$ cat config.mk
export PLATFORM = sky130hd
export DESIGN_NAME = mem_port_arb
export DESIGN_NICKNAME = d
export VERILOG_FILES = /design/src/rtl/mem_arb_pkg.sv /design/src/rtl/mem_port_arb_rr_pick3.sv /design/src/rtl/mem_port_arb.sv
export SDC_FILE = /design/constraint.sdc
export NUM_CORES = 1
export LEC_CHECK = 0
export BUFFER_PORTS_ARGS = -buffer_cell sky130_fd_sc_hd__buf_4
export CORE_AREA = 2 2 129 131
export DETAILED_ROUTE_END_ITERATION = 8
export DIE_AREA = 0 0 131 133
export PLACE_DENSITY_LB_ADDON = 0.12
export SLEW_MARGIN = 20
export SYNTH_ARGS = -nofsm -noshare
export SYNTH_HDL_FRONTEND = slang
export SYNTH_SLANG_ARGS = --single-unit
$ cat constraint.sdc
create_clock -name clk -period 3.8 [get_ports clk]
set_clock_uncertainty 0.15 [all_clocks]
set_input_delay 0.76 -clock clk [delete_from_list [all_inputs] [get_ports clk]]
set_output_delay 0.76 -clock clk [all_outputs]
set_load 0.01 [all_outputs]
$ cat src/rtl/mem_arb_pkg.sv
// mem_arb_pkg: shared port indices, FSM encoding and one-hot helpers for the memory port arbiter.
package mem_arb_pkg;
   localparam logic [1:0] IF_PORT  = 2'd0;
   localparam logic [1:0] DAT_PORT = 2'd1;
   localparam logic [1:0] DBG_PORT = 2'd2;

   typedef enum logic {IDLE, BUSY} state_e;

   function automatic logic [2:0] onehot3(input logic [1:0] i);
      return 3'b001 << i;
   endfunction

   function automatic logic [1:0] idx3(input logic [2:0] oh);
      return oh[DBG_PORT] ? DBG_PORT : oh[DAT_PORT] ? DAT_PORT : IF_PORT;
   endfunction
endpackage

$ cat src/rtl/mem_port_arb_rr_pick3.sv
// rr_pick3: combinational 3-way round-robin picker with optional data-port override.
module rr_pick3
   import mem_arb_pkg::*;
(
   input  logic [2:0] req,
   input  logic [1:0] last,
   input  logic       prio_en,
   output logic [2:0] pick
);
   logic [1:0] c1, c2;
   logic [3:0] r;
   always_comb begin
      r    = {1'b0, req};
      c1   = (last == DBG_PORT) ? IF_PORT : last + 2'd1;
      c2   = (c1 == DBG_PORT) ? IF_PORT : c1 + 2'd1;
      pick = (prio_en && req[DAT_PORT]) ? onehot3(DAT_PORT) :
             r[c1]   ? onehot3(c1)   :
             r[c2]   ? onehot3(c2)   :
             r[last] ? onehot3(last) : 3'b000;
   end
endmodule

$ cat src/rtl/mem_port_arb.sv
// mem_port_arb: arbitrates the unified single-port memory between fetch, data and debug requesters,
// holding mem_en for LAT cycles per access and returning a done pulse plus read data to the owner.
module mem_port_arb
   import mem_arb_pkg::*;
#(
   parameter int AW        = 32,
   parameter int DW        = 32,
   parameter int LAT       = 2,
   parameter int DATA_PRIO = 0
) (
   input  logic          clk,
   input  logic          rst,
   input  logic [2:0]    req,
   input  logic [2:0]    wr,
   input  logic [AW-1:0] addr0,
   input  logic [AW-1:0] addr1,
   input  logic [AW-1:0] addr2,
   input  logic [DW-1:0] wdata0,
   input  logic [DW-1:0] wdata1,
   input  logic [DW-1:0] wdata2,
   output logic [2:0]    gnt,
   output logic [2:0]    done,
   output logic [DW-1:0] rdata,
   output logic          mem_en,
   output logic          mem_we,
   output logic [AW-1:0] mem_addr,
   output logic [DW-1:0] mem_wdata,
   input  logic [DW-1:0] mem_rdata
);
   state_e        state_q, state_d;
   logic [3:0]    cnt_q, cnt_d;
   logic [1:0]    last_q, last_d, own_q, own_d, own_sel;
   logic [2:0]    gnt_q, gnt_d, done_q, done_d, pick;
   logic [DW-1:0] rdata_q, rdata_d, wdata_sel;
   logic [AW-1:0] addr_q, addr_d, addr_sel;
   logic [DW-1:0] wdat_q, wdat_d;
   logic          en_q, en_d, we_q, we_d;

   rr_pick3 u_pick (
      .req    (req),
      .last   (last_q),
      .prio_en(DATA_PRIO != 0),
      .pick   (pick)
   );

   always_comb begin
      state_d   = state_q;
      cnt_d     = cnt_q;
      last_d    = last_q;
      own_d     = own_q;
      gnt_d     = 3'b000;
      done_d    = 3'b000;
      rdata_d   = rdata_q;
      addr_d    = addr_q;
      wdat_d    = wdat_q;
      en_d      = en_q;
      we_d      = we_q;
      own_sel   = idx3(pick);
      addr_sel  = (own_sel == DBG_PORT) ? addr2 : (own_sel == DAT_PORT) ? addr1 : addr0;
      wdata_sel = (own_sel == DBG_PORT) ? wdata2 : (own_sel == DAT_PORT) ? wdata1 : wdata0;
      if (state_q == IDLE) begin
         if (req != 3'b000) begin
            state_d = BUSY;
            own_d   = own_sel;
            last_d  = own_sel;
            gnt_d   = pick;
            en_d    = 1'b1;
            we_d    = |(wr & pick);
            addr_d  = addr_sel;
            wdat_d  = wdata_sel;
            cnt_d   = 4'(LAT - 1);
         end
      end else if (cnt_q != 4'd0) begin
         cnt_d = cnt_q - 4'd1;
      end else begin
         // mem_rdata is valid in the last enable cycle, i.e. at this edge
         state_d = IDLE;
         done_d  = onehot3(own_q);
         en_d    = 1'b0;
         we_d    = 1'b0;
         rdata_d = we_q ? rdata_q : mem_rdata;
      end
   end

   always_ff @(posedge clk or posedge rst) begin
      if (rst) begin
         state_q <= IDLE;
         cnt_q   <= 4'd0;
         last_q  <= DBG_PORT;
         own_q   <= IF_PORT;
         gnt_q   <= 3'b000;
         done_q  <= 3'b000;
         rdata_q <= '0;
         addr_q  <= '0;
         wdat_q  <= '0;
         en_q    <= 1'b0;
         we_q    <= 1'b0;
      end else begin
         state_q <= state_d;
         cnt_q   <= cnt_d;
         last_q  <= last_d;
         own_q   <= own_d;
         gnt_q   <= gnt_d;
         done_q  <= done_d;
         rdata_q <= rdata_d;
         addr_q  <= addr_d;
         wdat_q  <= wdat_d;
         en_q    <= en_d;
         we_q    <= we_d;
      end
   end

   assign gnt       = gnt_q;
   assign done      = done_q;
   assign rdata     = rdata_q;
   assign mem_en    = en_q;
   assign mem_we    = we_q;
   assign mem_addr  = addr_q;
   assign mem_wdata = wdat_q;
endmodule

==> summary.md <==
| Metric | Value |
|---|---|
| Result of the run | completed |
| Leakage power total | 0.00384 uW |
| Post-layout nets | 1044 |
| Net Count, Synth | between 700 and 800 |
| Required time at the endpoint of the critical path | a little under 4000 ps |
| Total of endpoints with negative setup slack in the final report | 0 |
| Main combinational cell family by area after synthesis | compound AO/OA/AOI/OAI gates |
| Maximum number of pins on one net before global-route repair | 66 |
| Arrival @ worst endpoint | 2310 ps |
| Share of post-route cells with drive strength above 1 | 0.496 |
| Count of TritonRoute iterations in the first routing pass | 4 |
| First-pass GRT wire length | 27.9 mm |
| Post-synthesis compound-gate area fraction | 0.180 |
| Half-perimeter wire length of the detailed placement result | 13.7 mm |
| WL final | 18.5 mm |
| Clock network latency to the later pin of the worst-skew pair | between 300 and 400 ps |
| Filler Cell Count | 1536 |
| Cell Rows | between 40 and 50 |
| Seq cells post-synth | 112 |
| Flop2flop setup slack | between 1500 and 2000 ps |
| Ratio of final minimum period to clock period | 0.586 |
| Gate Count Post-Synth | approximately 500 |
| Transition time at the pin with the least slew margin | 951 ps |
| Mapped Area | 5020 sq um |
| Internal power | 3730 uW |
| Via-to-Cell Ratio | 4.92 |
| Drt wl/cell | 17.8 um |
| Number of buffers inserted for hold repair after clock tree synthesis | 0 |
| Vias post-DR | 5091 |
| Cell area after placement | 7720 sq um |
| Aggregate negative setup slack | 0 ps |
| Fraction of power consumed by combinational cells | 0.492 |
| Y dimension of the die | 133 um |
| Mux contribution to synthesized area | 0.0759 |
| Post-synthesis simple-gate area fraction | 0.129 |
| Number of antenna-violating nets in the routed design | 0 |
| CP endpoint kind | register |
| Number of DRC violations after detailed routing | 0 |
| Clock tree from TritonCTS | done |
| GRT Util Overall | 0.208 |
| Portion of total power attributed to sequential cells | 0.354 |
| Power share of the clock group | 0.154 |
| CTS clk-pin slew, worst paths | 80 ps |
| Yosys warning total | 0 |
| Post-route minimum period | roughly 2200 ps |
| Count of clock tree sinks | 112 |
| Starting DRC count in detailed routing | about 200 |
| FMAX | about 0.45 GHz |
| Max-cap violations | 0 |
| Synth-to-layout area growth | 59.6% |
| Critical path origin | cnt_q[1]$_DFFE_PP0P_ |
| Peak supply drop | 0.000283 V |
| Via count of the first global-routing pass | between 5000 and 6000 |
| Switching portion of total power | 0.375 |
| Avg Synthesized Cell Area | 10.2 sq um |
| Number of diodes | 0 |
| Post-synthesis share of cell area spent on xor and xnor gates | 0.00174 |
| Crit Path Max Fanout | 32 |
| Count of port buffers added during placement | 335 |
| Area of the core | 16200 sq um |
| Antenna violations before repair | 0 |
| Post-synthesis adder-cell area fraction | 0.00498 |
| Effective utilization at floorplan | 0.311 |
| Startpoint of the lowest-slack register-to-register path | cnt_q[1]$_DFFE_PP0P_ |
| Die span in x | 131 um |
| Global placement routability congestion | 0.863 |
| Net switching component of the power | 2240 uW |
| Post-route cell area | about 8000 sq um |
| Count of cell types in the netlist | 33 |
| # H-tree levels | 3 |
| RSZ-0062 raised after global routing | no |
| I/O Pins | 336 |
| Max-slew headroom | 0.364 |
| Sequential element share of the synthesized area | 0.558 |
| CTS max path bufs | 2 |
| Overflow left after global routing | 0 |
| Pwr Density | 744 nW/um^2 |
| Overall die area | 17400 sq um |
| Total area of multi-input combinational cells | 1980 sq um |
| Critical Path Source Type | register |
| Setup Buffers After CTS | 0 |
| Number of buffers created by CTS | 9 |
| Final number of hold-violating endpoints | 0 |
| Number of gates resized after cts | 0 |
| Register area | 2800 sq um |
| Critical path class | reg -> reg |
| Count of pins over their slew limit | 0 |
| Clk root buf | sky130_fd_sc_hd__clkbuf_16 |
| Hold crit path type | in -> async |
-- power by group through the flow --
| stage | combinational [uW] | clock [uW] | sequential, uW |
|---|---|---|---|
| floorplan | 1370 | 0 | 2330 |
| global placement | 2910 | 0 | 2120 |
| detailed placement | 2970 | 0 | 2130 |
| CTS | 2970 | 956 | 2120 |
| global route | 3210 | 993 | 2190 |
| finish | 2930 | 917 | 2110 |
-- synth_stat cells --
| cell type | number | area [sq um] |
|---|---|---|
| sky130_fd_sc_hd__nand2_1 | 134 | 503 |
| sky130_fd_sc_hd__dfrtp_1 | 111 | 2780 |
| sky130_fd_sc_hd__o22ai_1 | 66 | 413 |
| sky130_fd_sc_hd__a31oi_1 | 64 | 400 |
| sky130_fd_sc_hd__mux2_2 | 32 | 360 |
| sky130_fd_sc_hd__buf_2 | 19 | 95.1 |
| sky130_fd_sc_hd__clkbuf_1 | 9 | 33.8 |
| sky130_fd_sc_hd__buf_6 | 6 | 67.6 |
| sky130_fd_sc_hd__inv_1 | 6 | 22.5 |
| sky130_fd_sc_hd__buf_4 | 5 | 37.5 |
| sky130_fd_sc_hd__nor3b_1 | 4 | 30.0 |
| sky130_fd_sc_hd__nand3_1 | 3 | 15.0 |
| sky130_fd_sc_hd__nor2_1 | 3 | 11.3 |
| sky130_fd_sc_hd__nor2b_1 | 3 | 18.8 |
| sky130_fd_sc_hd__nor3_1 | 3 | 15.0 |
| sky130_fd_sc_hd__o21ai_0 | 3 | 15.0 |
| sky130_fd_sc_hd__a21o_1 | 2 | 15.0 |
| sky130_fd_sc_hd__ha_1 | 2 | 25.0 |
| sky130_fd_sc_hd__nand2b_1 | 2 | 12.5 |
| sky130_fd_sc_hd__a211oi_1 | 1 | 7.51 |
| sky130_fd_sc_hd__a22o_1 | 1 | 8.76 |
| sky130_fd_sc_hd__a22oi_1 | 1 | 7.51 |
| sky130_fd_sc_hd__a311oi_4 | 1 | 26.3 |
| sky130_fd_sc_hd__a32oi_1 | 1 | 8.76 |
| sky130_fd_sc_hd__and2_1 | 1 | 6.26 |
| sky130_fd_sc_hd__dfstp_2 | 1 | 26.3 |
| sky130_fd_sc_hd__mux2_1 | 1 | 11.3 |
| sky130_fd_sc_hd__mux2i_1 | 1 | 10.0 |
| sky130_fd_sc_hd__nand2b_4 | 1 | 13.8 |
| sky130_fd_sc_hd__nand4b_1 | 1 | 8.76 |
| sky130_fd_sc_hd__nor2_2 | 1 | 6.26 |
| sky130_fd_sc_hd__or2_2 | 1 | 6.26 |
| sky130_fd_sc_hd__xnor2_1 | 1 | 8.76 |
-- worst max-delay path: stages (launching register included) --
cell and delay (ps):
sky130_fd_sc_hd__dfrtp_1 390, sky130_fd_sc_hd__inv_1 110, sky130_fd_sc_hd__ha_1 150, sky130_fd_sc_hd__nor3b_1 230
sky130_fd_sc_hd__nand2_1 190, sky130_fd_sc_hd__nor2_2 130, sky130_fd_sc_hd__buf_4 360, sky130_fd_sc_hd__mux2_2 390
-- stage by stage --
stage                     power [uW]  std cells  hold WS [ps]  setup WS (ps)   util
after floorplan                 3700        491           296           1530      -
after global placement          5030       1018           314           1290  0.477
after detailed placement        5100       1018           315           1260  0.477
after CTS                       6040       1034           328           1550  0.495
after global routing            6390       1035           342           1400  0.496
final                           5970       1035           317           1570  0.496
-- layer usage --
| layer | part of all wire | wire length (um) | track usage |
|---|---|---|---|
| met1 | 0.38 | 7020 | 0.232 |
| met4 | 0.019 | 345 | 0.0709 |
| met3 | 0.090 | 1660 | 0.0635 |
| met2 | 0.51 | 9430 | 0.370 |
| met5 | 0 | 0 | 0 |
-- area by class of cell --
cell class,instances,share of cell area
inverter,6,0.00328
tap,220,0.0343
timing repair buffer,347,0.331
clock inverter,7,0.00687
multi-input combinational,334,0.247
sequential,112,0.350
clock buffer,9,0.0281
-- kinds of logic (layout without fill, tap and decap cells) --
family                     Yosys count  in the layout
AOI/OAI and AO/OA                  140            140
xor gates and xnor gates             1              1
adders and majority gates            2              2
buffers and inverters               45            369
DFF                                112            112
muxes                               34             34
and+or+nand+nor                    157            157
-- registers in the layout (all words and copies together) (netlist names), 2 cells and up --
name	flops
cnt_q	4
done	3
gnt	3
last_q	2
mem_addr	32
mem_wdata	32
rdata	32
-- cell usage in the layout (no fill, tap or decap), drive strengths merged --
| cell | count |
|---|---|
| a211oi | 1 |
| a21o | 2 |
| a22o | 1 |
| a22oi | 1 |
| a311oi | 1 |
| a31oi | 64 |
| a32oi | 1 |
| and2 | 1 |
| buf | 347 |
| clkbuf | 9 |
| clkinv | 4 |
| clkinvlp | 2 |
| dfrtp | 111 |
| dfstp | 1 |
| ha | 2 |
| inv | 7 |
| mux2 | 33 |
| mux2i | 1 |
| nand2 | 134 |
| nand2b | 3 |
| nand3 | 3 |
| nand4b | 1 |
| nor2 | 4 |
| nor2b | 3 |
| nor3 | 3 |
| nor3b | 4 |
| o21ai | 3 |
| o22ai | 66 |
| or2 | 1 |
| xnor2 | 1 |
-- worst paths after layout --
check,to,cells after the start
max,rdata[28]$_DFFE_PP0P_,7
min,rdata[20]$_DFFE_PP0P_,2
max reg2reg,rdata[28]$_DFFE_PP0P_,7
min reg2reg,done[1]$_DFF_PP0_,1
max in group asynchronous,mem_addr[21]$_DFFE_PP0P_,4
min in group clk,done[1]$_DFF_PP0_,1
Note: power is estimated with default switching activity, not from simulation.
